### src/rtl/uart_pkg.sv
// Shared definitions for the UART transmit-queue block: serializer state encoding,
// parity mode constants and the payload parity helper.
package uart_pkg;

   typedef enum logic [2:0] {
      ST_IDLE   = 3'd0,
      ST_START  = 3'd1,
      ST_DATA   = 3'd2,
      ST_PARITY = 3'd3,
      ST_STOP   = 3'd4
   } uart_state_e;

   localparam int PARITY_NONE = 0;
   localparam int PARITY_EVEN = 1;
   localparam int PARITY_ODD  = 2;

   // Parity over the low nbits of data; odd mode inverts the even result.
   function automatic logic frame_parity(input logic [7:0] data,
                                         input int unsigned nbits,
                                         input int mode);
      logic p;
      p = 1'b0;
      for (int unsigned i = 0; i < 8; i++) begin
         if (i < nbits) p = p ^ data[i];
      end
      return (mode == PARITY_ODD) ? ~p : p;
   endfunction

endpackage

### src/rtl/uart_sync_fifo.sv
// Synchronous FIFO with registered occupancy; storage is not reset, only pointers and level.
module uart_sync_fifo
   import uart_pkg::*;
#(
   parameter int WIDTH = 8,
   parameter int DEPTH = 16
) (
   input  logic                     clk,
   input  logic                     rst,
   input  logic                     push,
   input  logic [WIDTH-1:0]         wr_data,
   input  logic                     pop,
   output logic [WIDTH-1:0]         rd_data,
   output logic                     full,
   output logic                     empty,
   output logic [$clog2(DEPTH):0]   level
);

   localparam int AW = $clog2(DEPTH);
   localparam logic [AW-1:0] PTR_ONE  = 1;
   localparam logic [AW:0]   LVL_ONE  = 1;
   localparam logic [AW:0]   LVL_FULL = (AW + 1)'(DEPTH);

   logic [WIDTH-1:0] mem_q [DEPTH];
   logic [AW-1:0]    wr_ptr_q, wr_ptr_d;
   logic [AW-1:0]    rd_ptr_q, rd_ptr_d;
   logic [AW:0]      level_q, level_d;
   logic             do_push, do_pop;

   always_comb begin
      full    = (level_q == LVL_FULL);
      empty   = (level_q == '0);
      level   = level_q;
      rd_data = mem_q[rd_ptr_q];
   end

   always_comb begin
      do_push  = push && !full;
      do_pop   = pop && !empty;
      wr_ptr_d = wr_ptr_q;
      rd_ptr_d = rd_ptr_q;
      level_d  = level_q;
      if (do_push) wr_ptr_d = wr_ptr_q + PTR_ONE;
      if (do_pop)  rd_ptr_d = rd_ptr_q + PTR_ONE;
      case ({do_push, do_pop})
         2'b10:   level_d = level_q + LVL_ONE;
         2'b01:   level_d = level_q - LVL_ONE;
         default: level_d = level_q;
      endcase
   end

   always_ff @(posedge clk or posedge rst) begin
      if (rst) begin
         wr_ptr_q <= '0;
         rd_ptr_q <= '0;
         level_q  <= '0;
      end else begin
         wr_ptr_q <= wr_ptr_d;
         rd_ptr_q <= rd_ptr_d;
         level_q  <= level_d;
      end
   end

   always_ff @(posedge clk) begin
      if (do_push) mem_q[wr_ptr_q] <= wr_data;
   end

endmodule

### src/rtl/uart_txq_dev.sv
// Queued UART transmitter: words enter a FIFO and are serialized as start/data/parity/stop
// frames, back-to-back while the queue holds data.
module uart_txq_dev
   import uart_pkg::*;
#(
   parameter int CLKS_PER_BIT = 868,
   parameter int DATA_BITS    = 8,
   parameter int PARITY       = 0,
   parameter int STOP_BITS    = 1,
   parameter int FIFO_DEPTH   = 16
) (
   input  logic                          clk,
   input  logic                          rst,
   input  logic                          tx_valid,
   input  logic [7:0]                    tx_data,
   output logic                          tx_ready,
   output logic                          tx_o,
   output logic                          busy,
   output logic [$clog2(FIFO_DEPTH):0]   fifo_level,
   output logic                          tx_done
);

   localparam int BW = $clog2(CLKS_PER_BIT);
   localparam logic [BW-1:0] BAUD_RELOAD = BW'(CLKS_PER_BIT - 1);
   localparam logic [BW-1:0] BAUD_ONE    = 1;
   localparam logic [2:0]    LAST_BIT    = 3'(DATA_BITS - 1);
   localparam logic          LAST_STOP   = 1'(STOP_BITS - 1);

   uart_state_e state_q, state_d;
   logic [BW-1:0] baud_q, baud_d;
   logic [2:0]    bit_idx_q, bit_idx_d;
   logic          stop_idx_q, stop_idx_d;
   logic [7:0]    shift_q, shift_d;
   logic          par_q, par_d;
   logic          tx_o_q, tx_o_d;
   logic          tx_done_q, tx_done_d;

   logic          push, pop, full, empty, baud_tick;
   logic [7:0]    head;
   logic [$clog2(FIFO_DEPTH):0] level;

   uart_sync_fifo #(
      .WIDTH (8),
      .DEPTH (FIFO_DEPTH)
   ) u_fifo (
      .clk     (clk),
      .rst     (rst),
      .push    (push),
      .wr_data (tx_data),
      .pop     (pop),
      .rd_data (head),
      .full    (full),
      .empty   (empty),
      .level   (level)
   );

   always_comb begin
      push       = tx_valid && !full;
      tx_ready   = !full;
      tx_o       = tx_o_q;
      tx_done    = tx_done_q;
      fifo_level = level;
      busy       = (state_q != ST_IDLE) || (level != '0);
   end

   always_comb begin
      state_d    = state_q;
      bit_idx_d  = bit_idx_q;
      stop_idx_d = stop_idx_q;
      shift_d    = shift_q;
      par_d      = par_q;
      tx_o_d     = tx_o_q;
      tx_done_d  = 1'b0;
      pop        = 1'b0;
      baud_tick  = (baud_q == '0);
      baud_d     = baud_tick ? BAUD_RELOAD : baud_q - BAUD_ONE;

      case (state_q)
         ST_IDLE: begin
            baud_d = BAUD_RELOAD;
            pop    = !empty;
         end
         ST_START: begin
            if (baud_tick) begin
               tx_o_d    = shift_q[0];
               shift_d   = {1'b0, shift_q[7:1]};
               bit_idx_d = '0;
               state_d   = ST_DATA;
            end
         end
         ST_DATA: begin
            if (baud_tick) begin
               if (bit_idx_q == LAST_BIT) begin
                  if (PARITY != PARITY_NONE) begin
                     tx_o_d  = par_q;
                     state_d = ST_PARITY;
                  end else begin
                     tx_o_d     = 1'b1;
                     stop_idx_d = 1'b0;
                     state_d    = ST_STOP;
                  end
               end else begin
                  tx_o_d    = shift_q[0];
                  shift_d   = {1'b0, shift_q[7:1]};
                  bit_idx_d = bit_idx_q + 3'd1;
               end
            end
         end
         ST_PARITY: begin
            if (baud_tick) begin
               tx_o_d     = 1'b1;
               stop_idx_d = 1'b0;
               state_d    = ST_STOP;
            end
         end
         ST_STOP: begin
            if (baud_tick) begin
               if (stop_idx_q == LAST_STOP) begin
                  tx_done_d = 1'b1;
                  if (!empty) begin
                     pop = 1'b1;
                  end else begin
                     tx_o_d  = 1'b1;
                     state_d = ST_IDLE;
                  end
               end else begin
                  stop_idx_d = stop_idx_q + 1'b1;
               end
            end
         end
         default: begin
            tx_o_d  = 1'b1;
            state_d = ST_IDLE;
         end
      endcase

      // A pop always opens a new frame, whether from idle or straight out of the last stop bit.
      if (pop) begin
         state_d = ST_START;
         baud_d  = BAUD_RELOAD;
         tx_o_d  = 1'b0;
         shift_d = head;
         par_d   = frame_parity(head, DATA_BITS, PARITY);
      end
   end

   always_ff @(posedge clk or posedge rst) begin
      if (rst) begin
         state_q    <= ST_IDLE;
         baud_q     <= '0;
         bit_idx_q  <= '0;
         stop_idx_q <= 1'b0;
         shift_q    <= '0;
         par_q      <= 1'b0;
         tx_o_q     <= 1'b1;
         tx_done_q  <= 1'b0;
      end else begin
         state_q    <= state_d;
         baud_q     <= baud_d;
         bit_idx_q  <= bit_idx_d;
         stop_idx_q <= stop_idx_d;
         shift_q    <= shift_d;
         par_q      <= par_d;
         tx_o_q     <= tx_o_d;
         tx_done_q  <= tx_done_d;
      end
   end

endmodule

### config.mk
export PLATFORM = sky130hd
export DESIGN_NAME = uart_txq_dev
export DESIGN_NICKNAME = d
export VERILOG_FILES = /design/src/rtl/uart_pkg.sv /design/src/rtl/uart_sync_fifo.sv /design/src/rtl/uart_txq_dev.sv
export SDC_FILE = /design/constraint.sdc
export NUM_CORES = 1
export LEC_CHECK = 0
export CAP_MARGIN = 15
export CORE_MARGIN = 5
export CORE_UTILIZATION = 45
export CTS_CLUSTER_SIZE = 12
export DETAILED_ROUTE_END_ITERATION = 16
export GPL_ROUTABILITY_DRIVEN = 0
export GPL_TIMING_DRIVEN = 1
export MAX_ROUTING_LAYER = met4
export RECOVER_POWER = 50
export SLEW_MARGIN = 5
export SYNTH_ARGS = -nofsm -noshare
export SYNTH_HDL_FRONTEND = slang
export SYNTH_SLANG_ARGS = --single-unit
### constraint.sdc
create_clock -name clk -period 3.3 [get_ports clk]
set_input_delay 0.66 -clock clk [delete_from_list [all_inputs] [get_ports clk]]
set_output_delay 0.66 -clock clk [all_outputs]
set_load 0.02 [all_outputs]
* After elaboration in Yosys (flattened, before gate mapping)
Memory sizes are Yosys's and may differ from the RTL's.
Cells that the tools add are included.
** Cells by class
- Add/sub/neg operators :: 7
- Multiplexer cells :: 46
- Eq/ne operators :: 23
- Reductions and logical operators :: 20
** Operators with widths (count)
- two-way mux 3 bit :: 11
- two-way mux 8 bit :: 4
- two-way mux 10 bit :: 3
- inequality test 3 x 2 -> 1 bit (second input constant) :: 8
- two-way mux 1 bit :: 21
- case mux 8 bit (2 select lines) :: 1
- case mux 3 bit (5 select lines) :: 1
- inequality test 2 bit (second input constant) :: 6
- zero test 10 bit :: 1
- case mux 5 bit (2 select lines) :: 1
- subtractor 10 x 1 -> 10 bit (second input constant) :: 1
- nonzero test 3 bit :: 3
- adder 4 x 1 -> 4 bit (second input constant) :: 2
- AND reduction 4 bit :: 2
- AND reduction 8 bit :: 1
- AND reduction 7 bit :: 1
- == test 3 x 2 -> 1 bit (second input constant) :: 2
- == test 3 bit (second input constant) :: 2
- case mux 3 bit (2 select lines) :: 1
- adder 5 x 1 -> 5 bit (second input constant) :: 1
- == test 5 bit (second input constant) :: 1
- zero test 5 bit :: 1
- case mux 1 bit (5 select lines) :: 1
- AND reduction 5 bit :: 1
- 15 further kinds :: 19
** Storage, ports and cells
- Input port bits :: 11
- Register bits :: 40
- Bits in writable memories :: 128
- Memories :: 1
- Output and inout port bits :: 9
- Word-level logic and storage cells :: 107
** Memories
- u_fifo.mem_q :: words 16, width 8, read ports 1, clocked after memory_dff 0, write ports 1, RTL line uart_sync_fifo.sv:24 : logic [WIDTH-1:0] mem_q [DEPTH];

* Longest topological paths before layout
Gate-level depths: netlist (run 1).
- Depth in word-level cells :: 8
- Depth in mapped cells :: 15
- Gate-level depth less buffers :: 13

* Hierarchy
A second synthesis (run 1) with hierarchy kept.
** Second synthesis, totals
- Cells, all modules :: 465
- Area total of the unflattened synthesis :: 7133.1 um2
** Modules (own cells, without submodules)
- uart_sync_fifo :: area each 5796.8 um2, seq. area each 4169.0 um2, cells each 333, instances 1
- uart_txq_dev :: area each 1336.3 um2, seq. area each 651.9 um2, cells each 132, instances 1

* Worst setup path before layout (run 1)
No wires, ideal clock.
- Path type :: reg-to-reg
- From :: register u_fifo.level_q[3] (netlist: u_fifo.level[3])
- To :: register u_fifo.level_q[4] (netlist: u_fifo.level[4])
- Data required time :: 3.168 ns
- Arrival :: 2.938 ns
- Setup time :: 0.132 ns
- Slack :: 0.230 ns
- Stages on the path, launching flop included :: 14
- Clock period less this slack :: 3.070 ns
- Path through :: dfrtp_1 or4_1 o21ai_0 a21oi_1 clkbuf_1 ha_1 clkbuf_1 xor2_1 ha_1 nor3b_1 a31oi_1 o22ai_1 a21oi_1 xnor2_1
** Between the ends
- Word-level cells in the longest chain between the ends :: 8
- Elaborated cells between the ends (all ways) :: 17
- Classes of those cells :: 2 x add/sub; 3 x eq/ne; 5 x mux; 7 x reduce/logical
** RTL lines
- from (decl) :: RTL line uart_sync_fifo.sv:27 : logic [AW:0] level_q, level_d;
- from (signal assigned) :: RTL line uart_sync_fifo.sv:60 : level_q <= level_d;
- zero test 5 bit (*) :: RTL line uart_sync_fifo.sv:32 : empty = (level_q == '0);
- two-way mux 1 bit :: RTL line uart_txq_dev.sv:120 : if (!empty) begin
- two-way mux 1 bit :: RTL line uart_txq_dev.sv:118 : if (stop_idx_q == LAST_STOP) begin
- two-way mux 1 bit :: RTL line uart_txq_dev.sv:117 : if (baud_tick) begin
- case mux 1 bit (2 select lines) :: RTL line uart_txq_dev.sv:78 : case (state_q)
- logical AND 1 bit (*) :: RTL line uart_sync_fifo.sv:39 : do_pop = pop && !empty;
- named net u_fifo.do_pop :: RTL line uart_sync_fifo.sv:28 : logic do_push, do_pop;
- == test 2 x 1 -> 1 bit / == test 2 bit (equally long branches) :: RTL line uart_sync_fifo.sv:45 : case ({do_push, do_pop})
- case mux 5 bit (2 select lines) / nonzero test 2 bit (equally long branches)
Mark *: on every way through the listed nets, which the timed path passes. The rest lies on a longest branch.
A chain may end at the register's enable or synchronous reset.

* Final worst setup path (run 1)
- From :: register u_fifo.level_q[3] (netlist: u_fifo.level[3])
- To :: register u_fifo.level_q[4] (netlist: u_fifo.level[4])
** Between the ends
- Word-level cells in the longest chain between the ends :: 8
- Elaborated cells between the ends (all ways) :: 17
- Classes of those cells :: 2 x add/sub; 3 x eq/ne; 5 x mux; 7 x reduce/logical
** RTL lines (RTL line)
- zero test 5 bit :: uart_sync_fifo.sv:32
- two-way mux 1 bit :: uart_txq_dev.sv:120
- two-way mux 1 bit :: uart_txq_dev.sv:118
- two-way mux 1 bit :: uart_txq_dev.sv:117
- case mux 1 bit (2 select lines) :: uart_txq_dev.sv:78
- logical AND 1 bit :: uart_sync_fifo.sv:39
- == test 2 x 1 -> 1 bit / == test 2 bit (equally long branches) :: uart_sync_fifo.sv:45
- case mux 5 bit (2 select lines) / nonzero test 2 bit (equally long branches)
Several ways; a longest one is shown, not always the timed one.

==> results of run 1 <==
layout by cell type (no fill, tap or decap), types with 3 or more instances in the layout:
| cell | n |
|---|---|
| nand2_1 | 38 |
| clkinvlp_4 | 3 |
| clkdlybuf4s50_1 | 10 |
| buf_4 | 23 |
| dlygate4sd3_1 | 9 |
| dfrtp_1 | 37 |
| inv_1 | 8 |
| mux4_2 | 32 |
| nor3_1 | 9 |
| xnor2_1 | 12 |
| a22oi_1 | 17 |
| nor2_1 | 28 |
| clkbuf_16 | 17 |
| and3_1 | 3 |
| a21o_1 | 3 |
| nand2b_1 | 7 |
| a21oi_1 | 8 |
| o21ai_0 | 16 |
| xor2_1 | 7 |
| ha_1 | 11 |
| clkinv_4 | 4 |
| nor3b_1 | 3 |
| mux2i_1 | 7 |
| edfxtp_1 | 128 |
cell type report:
type                            instances  share of cell area, %
Sequential cell                       167                   60.8
Clock inverter                         13                   1.25
Inverter                                8                  0.379
Multi-Input combinational cell        225                   24.6
Tap cell                              188                   2.97
Timing Repair Buffer                   42                   4.58
Clock buffer                           19                   5.46
logic make-up after synthesis:
group	after synthesis	synth area share [%]
compound gates	49	4.46
fa+ha+maj	11	1.99
simple gates	105	7.56
flops	167	69.9
xor+xnor	19	2.41
buf+inv	29	1.92
mux	41	11.8
power breakdown:
group	total, mW	internal (mW)	leakage, nW	switching (mW)
Clock	1.79	0.968	0.251	0.819
Combinational	1.73	0.821	0.948	0.913
Sequential	2.88	2.60	1.62	0.278
sequential cells by signal (all words and copies together) (netlist names):
register         flops
u_fifo.level         5
u_fifo.rd_ptr_q      4
baud_q              10
tx_done              1
state_q              3
u_fifo.wr_ptr_q      4
shift_q              8
bit_idx_q            3
tx_o                 1
u_fifo.mem_q       128
worst max-delay path, stage by stage, from the launching register on:
cell	delay, ns
dfrtp_1	0.44
or4_1	0.61
o21ai_0	0.29
a21oi_1	0.11
ha_1	0.33
xor2_1	0.18
ha_1	0.24
nor3b_1	0.24
a31oi_1	0.07
o22ai_1	0.14
a21oi_1	0.09
xnor2_1	0.12
routing by layer:
metal,share of wire (%),routed length [microns],track usage [%],vias to the layer above
met5,0,0,-,-
met3,3.6,461,4.09,16
li1,-,-,-,1687
met2,50,6480,24.8,57
met1,44,5720,20.8,1884
met4,1.5,193,5.20,0
worst paths after layout:
kind                                             start                        endpoint
max in group asynchronous                          rst  u_fifo.rd_ptr_q[0]$_DFFE_PP0P_
setup / recovery           u_fifo.level[3]$_DFFE_PP0P_     u_fifo.level[4]$_DFFE_PP0P_
hold reg to reg                    baud_q[0]$_DFF_PP0_             baud_q[0]$_DFF_PP0_
hold / removal                     baud_q[0]$_DFF_PP0_             baud_q[0]$_DFF_PP0_
setup reg to reg           u_fifo.level[3]$_DFFE_PP0P_     u_fifo.level[4]$_DFFE_PP0P_
min in group asynchronous                          rst             baud_q[3]$_DFF_PP0_
==> impl_metrics.json, run 1 <==
{
  "worstMarginPinSlew_ns": 0.637,
  "ir_drop_mv": 0.565,
  "rows": 45,
  "fp.dieH_microns": 134,
  "yosysMostFrequentCell": "edfxtp_1",
  "grt_max_degree": 40,
  "area_delta_synth_final_pct": 14.9,
  "ios": 20,
  "drt-pass1-iter-count": 5,
  "start_util_pct": 45.6,
  "fp.dieW_microns": 134,
  "setup_viol": 0,
  "htreeDepth": 4,
  "period_share_pct": 90.8,
  "antenna_found_initial": 0,
  "synth_area_per_cell_sq_um": 16.4,
  "vias": 3644,
  "grtUsageTotal_pct": 15.9,
  "first_iter_violations": 278,
  "routed_wl_microns": 12900,
  "diodes": 0,
  "clockBufferDepth": 2,
  "synth_commonest_cells": "128 x edfxtp_1, 38 x dfrtp_1, 38 x nand2_1",
  "nNetsFinal": 483,
  "max_slew_margin_pct": 57.4,
  "routedWlPerCell_microns": 19.4,
  "fmax_mhz": 334,
  "ys_ff_latch": 167,
  "portBuffers": 19,
  "rsz0062_at_grt": "no",
  "critPathMaxFanout": 8,
  "drive_gt1_share_pct": 19.2,
  "cp.arrival_ns": 3.30,
  "crit_path_end_kind": "register",
  "vias_per_cell": 5.50,
  "power_mw": 6.40,
  "worst_clock_skew_ns": 0.00919,
  "cts_tree": "built",
  "cts_resized": 0,
  "cp-start-kind": "register",
  "netlist-cell-type-count": 42,
  "synth_area_leader_cell": "edfxtp_1",
  "setup_ws_ns": 0.302,
  "grt_overflow": 0,
  "period_needed_ns": 3.00,
  "grt_pass1_wl_microns": 20600,
  "postCtsSetupRepairBufs": 0,
  "worstRegToRegCells": 11,
  "status": "completed",
  "route.detailed.drc": 0,
  "synth_nets": 443,
  "whs_ns": 0.482,
  "setup_tns_ns": 0,
  "syn-cell-area_sq_mm": 0.00690,
  "ant_nets": 0,
  "synth_cells": 421,
  "async_flop_share_pct": 23.4,
  "register_area_sq_mm": 0.00482,
  "hold_viol_final": 0,
  "cts_sinks": 167,
  "grt_pass1_vias": 3720,
  "maxCapViolations": 0,
  "leakagePower_nw": 2.82,
  "holdPathStages": 1,
  "hold_class": "register to register",
  "synth_ff_type": "edfxtp_1",
  "hpwl_microns": 8650,
  "ys_warn_count": 0,
  "cts_buffers": 17,
  "clock_latency_ns": 0.43,
  "clkTransAtPathRegs_ns": 0.06,
  "multiInputGateArea_sq_mm": 0.00195,
  "rrSetupSlack_ns": 0.30,
  "dieArea_sq_mm": 0.0179,
  "utilization_pct": 52.4,
  "finalNonFillerCells": 662,
  "seq_area_frac_synth_pct": 69.9,
  "synth_top_area_share_pct": 55.7,
  "synth_edf_count": 128,
  "maxSlewViolCount": 0,
  "post-place-ws_ns": 0.345,
  "power_density_mw_per_mm2": 807,
  "dpl_cell_area_sq_mm": 0.00740,
  "cts_hold_buf": 0,
  "worstSetupPathType": "register to register",
  "nFillCells": 1234,
  "critPathRequiredTime_ns": 3.60,
  "dp.cells": 630,
  "synthTopCellsByArea": "edfxtp_1 56%, dfrtp_1 14%, mux4_2 10%, nand2_1 2.1%, ha_1 2.0%",
  "final_area_sq_mm": 0.00793,
  "cts_root_buf": "clkbuf_16",
  "core_sq_mm": 0.0151
}
(Power assumes the default switching activity.)
==> run 2, diff against run 1 <==
--- a/config.mk
+++ b/config.mk
@@ -14,6 +14,7 @@
 export GPL_TIMING_DRIVEN = 1
 export MAX_ROUTING_LAYER = met4
 export RECOVER_POWER = 50
+export REMOVE_ABC_BUFFERS = 1
 export SLEW_MARGIN = 5
 export SYNTH_ARGS = -nofsm -noshare
 export SYNTH_HDL_FRONTEND = slang
==> run 2 against run 1 <==
Clock power increased by 4%. Sequential share of layout area down 0.31 points. Sequential power barely moved. Die area unchanged. Final cell count rose by 0.15%. Design area up 0.50%. Wire length up 3.9%. Critical path type unchanged. Utilization up 0.26 points. Combinational power grew 2%. Fmax increased by 3.2%. First-iteration DRC count down 0.36%. Highest routed layer unchanged. Worst setup slack better by 0.092 ns.
==> impl_metrics.json, run 2 (synthesis gave the netlist of run 1 again) <==
{
  "leakagePower_nw": 2.85,
  "grt_max_degree": 40,
  "clock_latency_ns": 0.42,
  "ir_drop_mv": 0.378,
  "setup_viol": 0,
  "switching_share_pct": 30.4,
  "drt-pass1-iter-count": 5,
  "final_cell_mix": "128 x edfxtp_1, 38 x nand2_1, 37 x dfrtp_1",
  "area_delta_synth_final_pct": 15.5,
  "grt_pass1_wl_microns": 21200,
  "whs_ns": 0.462,
  "cts_sinks": 167,
  "clockBufferDepth": 2,
  "power_density_mw_per_mm2": 820,
  "status": "completed",
  "start_util_pct": 45.6,
  "diodes": 0,
  "cts_tree": "built",
  "internal_power_mw": 4.55,
  "critPathRequiredTime_ns": 3.61,
  "largest-register": "u_fifo.mem_q",
  "utilization_pct": 52.6,
  "worst_clock_skew_ns": 0.00979,
  "routedWlPerCell_microns": 20.1,
  "route.detailed.drc": 0,
  "grt_pass1_vias": 3752,
  "fp.dieW_microns": 134,
  "dp.cells": 632,
  "rsz0062_at_grt": "no",
  "maxSlewViolCount": 0,
  "worstSetupPathType": "register to register",
  "period_needed_ns": 2.91,
  "nFillCells": 1214,
  "power_frac_clock_pct": 28.6,
  "fp.dieH_microns": 134,
  "hpwl_microns": 8570,
  "cp.arrival_ns": 3.21,
  "dieArea_sq_mm": 0.0179,
  "first_iter_violations": 277,
  "largest_reg_flops": 128,
  "portBuffers": 19,
  "ios": 20,
  "fmax_mhz": 344,
  "final_area_sq_mm": 0.00797,
  "vias_per_cell": 5.49,
  "cts_resized": 0,
  "htreeDepth": 4,
  "crit_path_end_kind": "register",
  "critPathMaxFanout": 8,
  "setup_ws_ns": 0.395,
  "nNetsFinal": 485,
  "maxCapViolations": 0,
  "period_share_pct": 88.0,
  "combPwrFrac_pct": 27.1,
  "seqPwrFrac_pct": 44.2,
  "clkTransAtPathRegs_ns": 0.06,
  "routed_wl_microns": 13400,
  "ant_nets": 0,
  "hold_viol_final": 0,
  "hold_class": "register to register",
  "power_mw": 6.53,
  "reg.largest.list": "u_fifo.mem_q: 128 flops, baud_q: 10 flops, shift_q: 8 flops",
  "p_sw_mw": 1.99,
  "grt_overflow": 0,
  "vias": 3641,
  "cp-start-kind": "register",
  "finalNonFillerCells": 663,
  "postCtsSetupRepairBufs": 0,
  "max_slew_margin_pct": 52.5,
  "drive_gt1_share_pct": 18.7,
  "antenna_found_initial": 0,
  "cts_hold_buf": 0,
  "dpl_cell_area_sq_mm": 0.00742,
  "setup_tns_ns": 0,
  "cts_buffers": 17,
  "worstMarginPinSlew_ns": 0.710,
  "cts_root_buf": "clkbuf_16",
  "post-place-ws_ns": 0.401,
  "core_sq_mm": 0.0151,
  "rows": 45,
  "final_common_cell": "edfxtp_1",
  "grtUsageTotal_pct": 16.6
}
-- run 2: final cells by class --
type | count | area (sq um) | share of cell area [%]
sequential | 167 | 4820 | 60.5
multi-input combinational | 225 | 1950 | 24.4
clock buffer | 22 | 444 | 5.57
timing repair buffer | 44 | 387 | 4.85
tap | 188 | 235 | 2.95
clock inverter | 9 | 104 | 1.30
inverter | 8 | 30.0 | 0.377
-- run 2: per-layer routing --
metal	GRT usage (%)	routed length, microns	vias to the layer above
met1	23.3	6130	1837
met3	3.68	829	12
met5	-	0	-
met2	23.5	6190	107
li1	-	-	1685
met4	7.31	212	0
-- run 2: path summary, 6_finish.rpt --
check / from / end / slack, ns / cells past startpoint
worst max-delay path: u_fifo.level[0]$_DFFE_PP0P_ / u_fifo.level[4]$_DFFE_PP0P_ / 0.39 / 11
worst min-delay path: baud_q[0]$_DFF_PP0_ / baud_q[0]$_DFF_PP0_ / 0.46 / 1
worst max register to register: u_fifo.level[0]$_DFFE_PP0P_ / u_fifo.level[4]$_DFFE_PP0P_ / 0.39 / 11
worst min register to register: baud_q[0]$_DFF_PP0_ / baud_q[0]$_DFF_PP0_ / 0.46 / 1
max in group asynchronous: rst / u_fifo.rd_ptr_q[0]$_DFFE_PP0P_ / 2.13 / 3
min in group asynchronous: rst / baud_q[0]$_DFF_PP0_ / 0.80 / 3
-- run 2: power groups by stage --
stage          Combinational, mW  Sequential, mW  Clock, mW
2_1_floorplan               1.07            3.00          0
3_3_place_gp                1.77            2.92          0
3_5_place_dp                1.80            2.94          0
4_1_cts                     1.80            2.90       1.91
5_1_grt                     1.96            2.94       1.99
6_report                    1.77            2.89       1.87
-- run 2: critical path: stages, from the launching register on --
cell     delay, ns
dfrtp_1       0.45
or4_1         0.58
o21ai_0       0.30
a21oi_1       0.11
ha_1          0.32
xor2_1        0.18
ha_1          0.24
nor3b_1       0.20
a31oi_1       0.06
o22ai_1       0.14
a21oi_1       0.10
xnor2_1       0.12
==> edit (flow settings as in run 2) <==
The 5 states of `uart_state_e` get a one-hot encoding in 5 bits.
--- a/src/rtl/uart_pkg.sv
+++ b/src/rtl/uart_pkg.sv
@@ -4,8 +4,8 @@
 
-   typedef enum logic [2:0] {
-      ST_IDLE   = 3'd0,
-      ST_START  = 3'd1,
-      ST_DATA   = 3'd2,
-      ST_PARITY = 3'd3,
-      ST_STOP   = 3'd4
+   typedef enum logic [4:0] {
+      ST_IDLE   = 5'b00001,
+      ST_START  = 5'b00010,
+      ST_DATA   = 5'b00100,
+      ST_PARITY = 5'b01000,
+      ST_STOP   = 5'b10000
    } uart_state_e;
Check against the original RTL: no difference found for any inputs over 10 cycles, from zero or initial values and one cycle with rst high; not proved beyond that.
==> edit against run 2 <==
  * Sequential share of layout area decreased by 1.0 points
  * Critical path depth increased by 3
  * Synthesized cell count increased by 1.2%
  * Routed wire length decreased by 0.79%
  * Area after synthesis increased by 0.98%
  * Largest power group unchanged
  * Sequential cell count increased by 1
  * Power increased by 8.1%
  * Clock power increased by 3%
  * First-iteration DRC count decreased by 24%
  * Cell area increased by 2.3%
  * Die area increased by 0.91%
  * Setup slack got worse by 0.25 ns
==> edit: results <==
{
  "dp_cells": 647,
  "post_cts_buffers": 0,
  "ys_top_cells_by_count": "edfxtp_1 (128), dfrtp_1 (38), mux4_2 (32)",
  "worstHoldPathCells": 2,
  "leakagePower_nw": 2.89,
  "crit_arrival_ns": 3.46,
  "ys_seq_area_frac": 0.696,
  "hold_slack_ns": 0.472,
  "async_flop_share": 0.238,
  "layout.cells.non_filler": 679,
  "met1_usage": 0.203,
  "drt_first_iter_violations": 211,
  "worstReg2RegStart": "baud_q[0]$_DFF_PP0_",
  "clk_latency_ns": 0.42,
  "layout.nets": 500,
  "syn_area_per_cell_sq_um": 16.4,
  "track_usage": 0.162,
  "irDropWorstVdd_mv": 0.454,
  "synth_edf_count": 128,
  "outcome": "completed",
  "cts-root-buf": "clkbuf_16",
  "grt_start_max_net_pins": 25,
  "hold_end": "tx_o$_DFFE_PP1P_",
  "holdCritStartpoint": "tx_o$_DFFE_PP1P_",
  "placed_area_sq_um": 7560,
  "largest_registers": "u_fifo.mem_q (128), baud_q (10), shift_q (8)",
  "synth_area_leaders": "edfxtp_1 (55%), dfrtp_1 (14%), mux4_2 (10%)",
  "reg2reg_depth": 14,
  "dp_hpwl_microns": 9170,
  "skew_ns": 0.00841,
  "antenna_found_initial": 0,
  "path_max_fanout": 4,
  "cts.path.max_buffers": 2,
  "met2_usage": 0.264,
  "nFillCells": 1233,
  "drive_above_1_share": 0.216,
  "cts_resized": 1,
  "first_global_vias": 3894,
  "dp_slack_ns": 0.00995,
  "htreeDepth": 4,
  "worstMarginPinSlew_ns": 0.911,
  "grt.busiest_layer": "met2",
  "dr.pass1.iters": 4,
  "synth_cell_types": 56,
  "drt-total-wl_microns": 13300,
  "rrSetupSlack_ns": 0.14,
  "worstHoldPathType": "reg2reg",
  "grt_pass1_wl_microns": 21100,
  "routed-via-count": 3780,
  "grt_util_met3": 0.0428
}
edit: cell types whose count changed after synthesis, moves of 7 or more:
cell,run 2,this run
a22oi_1,17,3
nand2_1,38,25
o21ai_0,16,8
o22ai_1,1,8
edit: cell type report:
cell class / count / area (sq um) / area share
inverter: 12 / 45.0 / 0.00553
sequential: 168 / 4850 / 0.595
clock buffer: 18 / 429 / 0.0527
clock inverter: 14 / 146 / 0.0180
tap: 188 / 235 / 0.0289
timing repair buffer: 53 / 434 / 0.0533
multi-input combinational: 226 / 2010 / 0.247
edit: worst max path at each step:
stage	from	end	cells after the start	slack (ns)
global placement	baud_q[0]$_DFF_PP0_	u_fifo.level[4]$_DFFE_PP0P_	14	0.07
CTS	baud_q[0]$_DFF_PP0_	u_fifo.level[4]$_DFFE_PP0P_	14	0.09
finish	baud_q[0]$_DFF_PP0_	u_fifo.level[4]$_DFFE_PP0P_	14	0.14
detailed placement	baud_q[0]$_DFF_PP0_	u_fifo.level[4]$_DFFE_PP0P_	14	0.01
global route	baud_q[0]$_DFF_PP0_	u_fifo.level[4]$_DFFE_PP0P_	14	0.004
floorplan	baud_q[0]$_DFF_PP0_	u_fifo.level[4]$_DFFE_PP0P_	14	-0.16
edit: metal layers:
metal | wire [microns] | vias up | part of all wire
li1 | - | 1771 | -
met1 | 5870 | 1939 | 0.44
met2 | 6770 | 58 | 0.51
met3 | 487 | 12 | 0.037
met4 | 127 | 0 | 0.0096
met5 | 0 | - | 0
edit: kinds of logic after synthesis:
| kind of cell | after synthesis | share of synthesized area |
|---|---|---|
| adders and majority gates | 11 | 0.0198 |
| and+or+nand+nor | 104 | 0.0761 |
| DFF | 168 | 0.696 |
| AOI/OAI and AO/OA | 56 | 0.0558 |
| buffers and inverters | 32 | 0.0192 |
| muxes | 36 | 0.110 |
| xor gates and xnor gates | 19 | 0.0239 |
edit: power by group:
group / switching [mW] / leakage, nW / internal, mW
Combinational: 1.10 / 0.983 / 1.06
Clock: 0.808 / 0.275 / 1.12
Sequential: 0.319 / 1.63 / 2.65
edit: worst max-delay path, cell delays in order (launching register included):
cell,delay (ns)
dfrtp_1,0.41
inv_1,0.07
ha_1,0.17
or3b_2,0.50
nor4b_4,0.30
o21bai_1,0.13
inv_1,0.15
ha_1,0.20
xor2_1,0.07
ha_1,0.21
nor2b_2,0.16
a22oi_1,0.20
a2bb2oi_1,0.22
o32ai_2,0.10
xor2_1,0.14
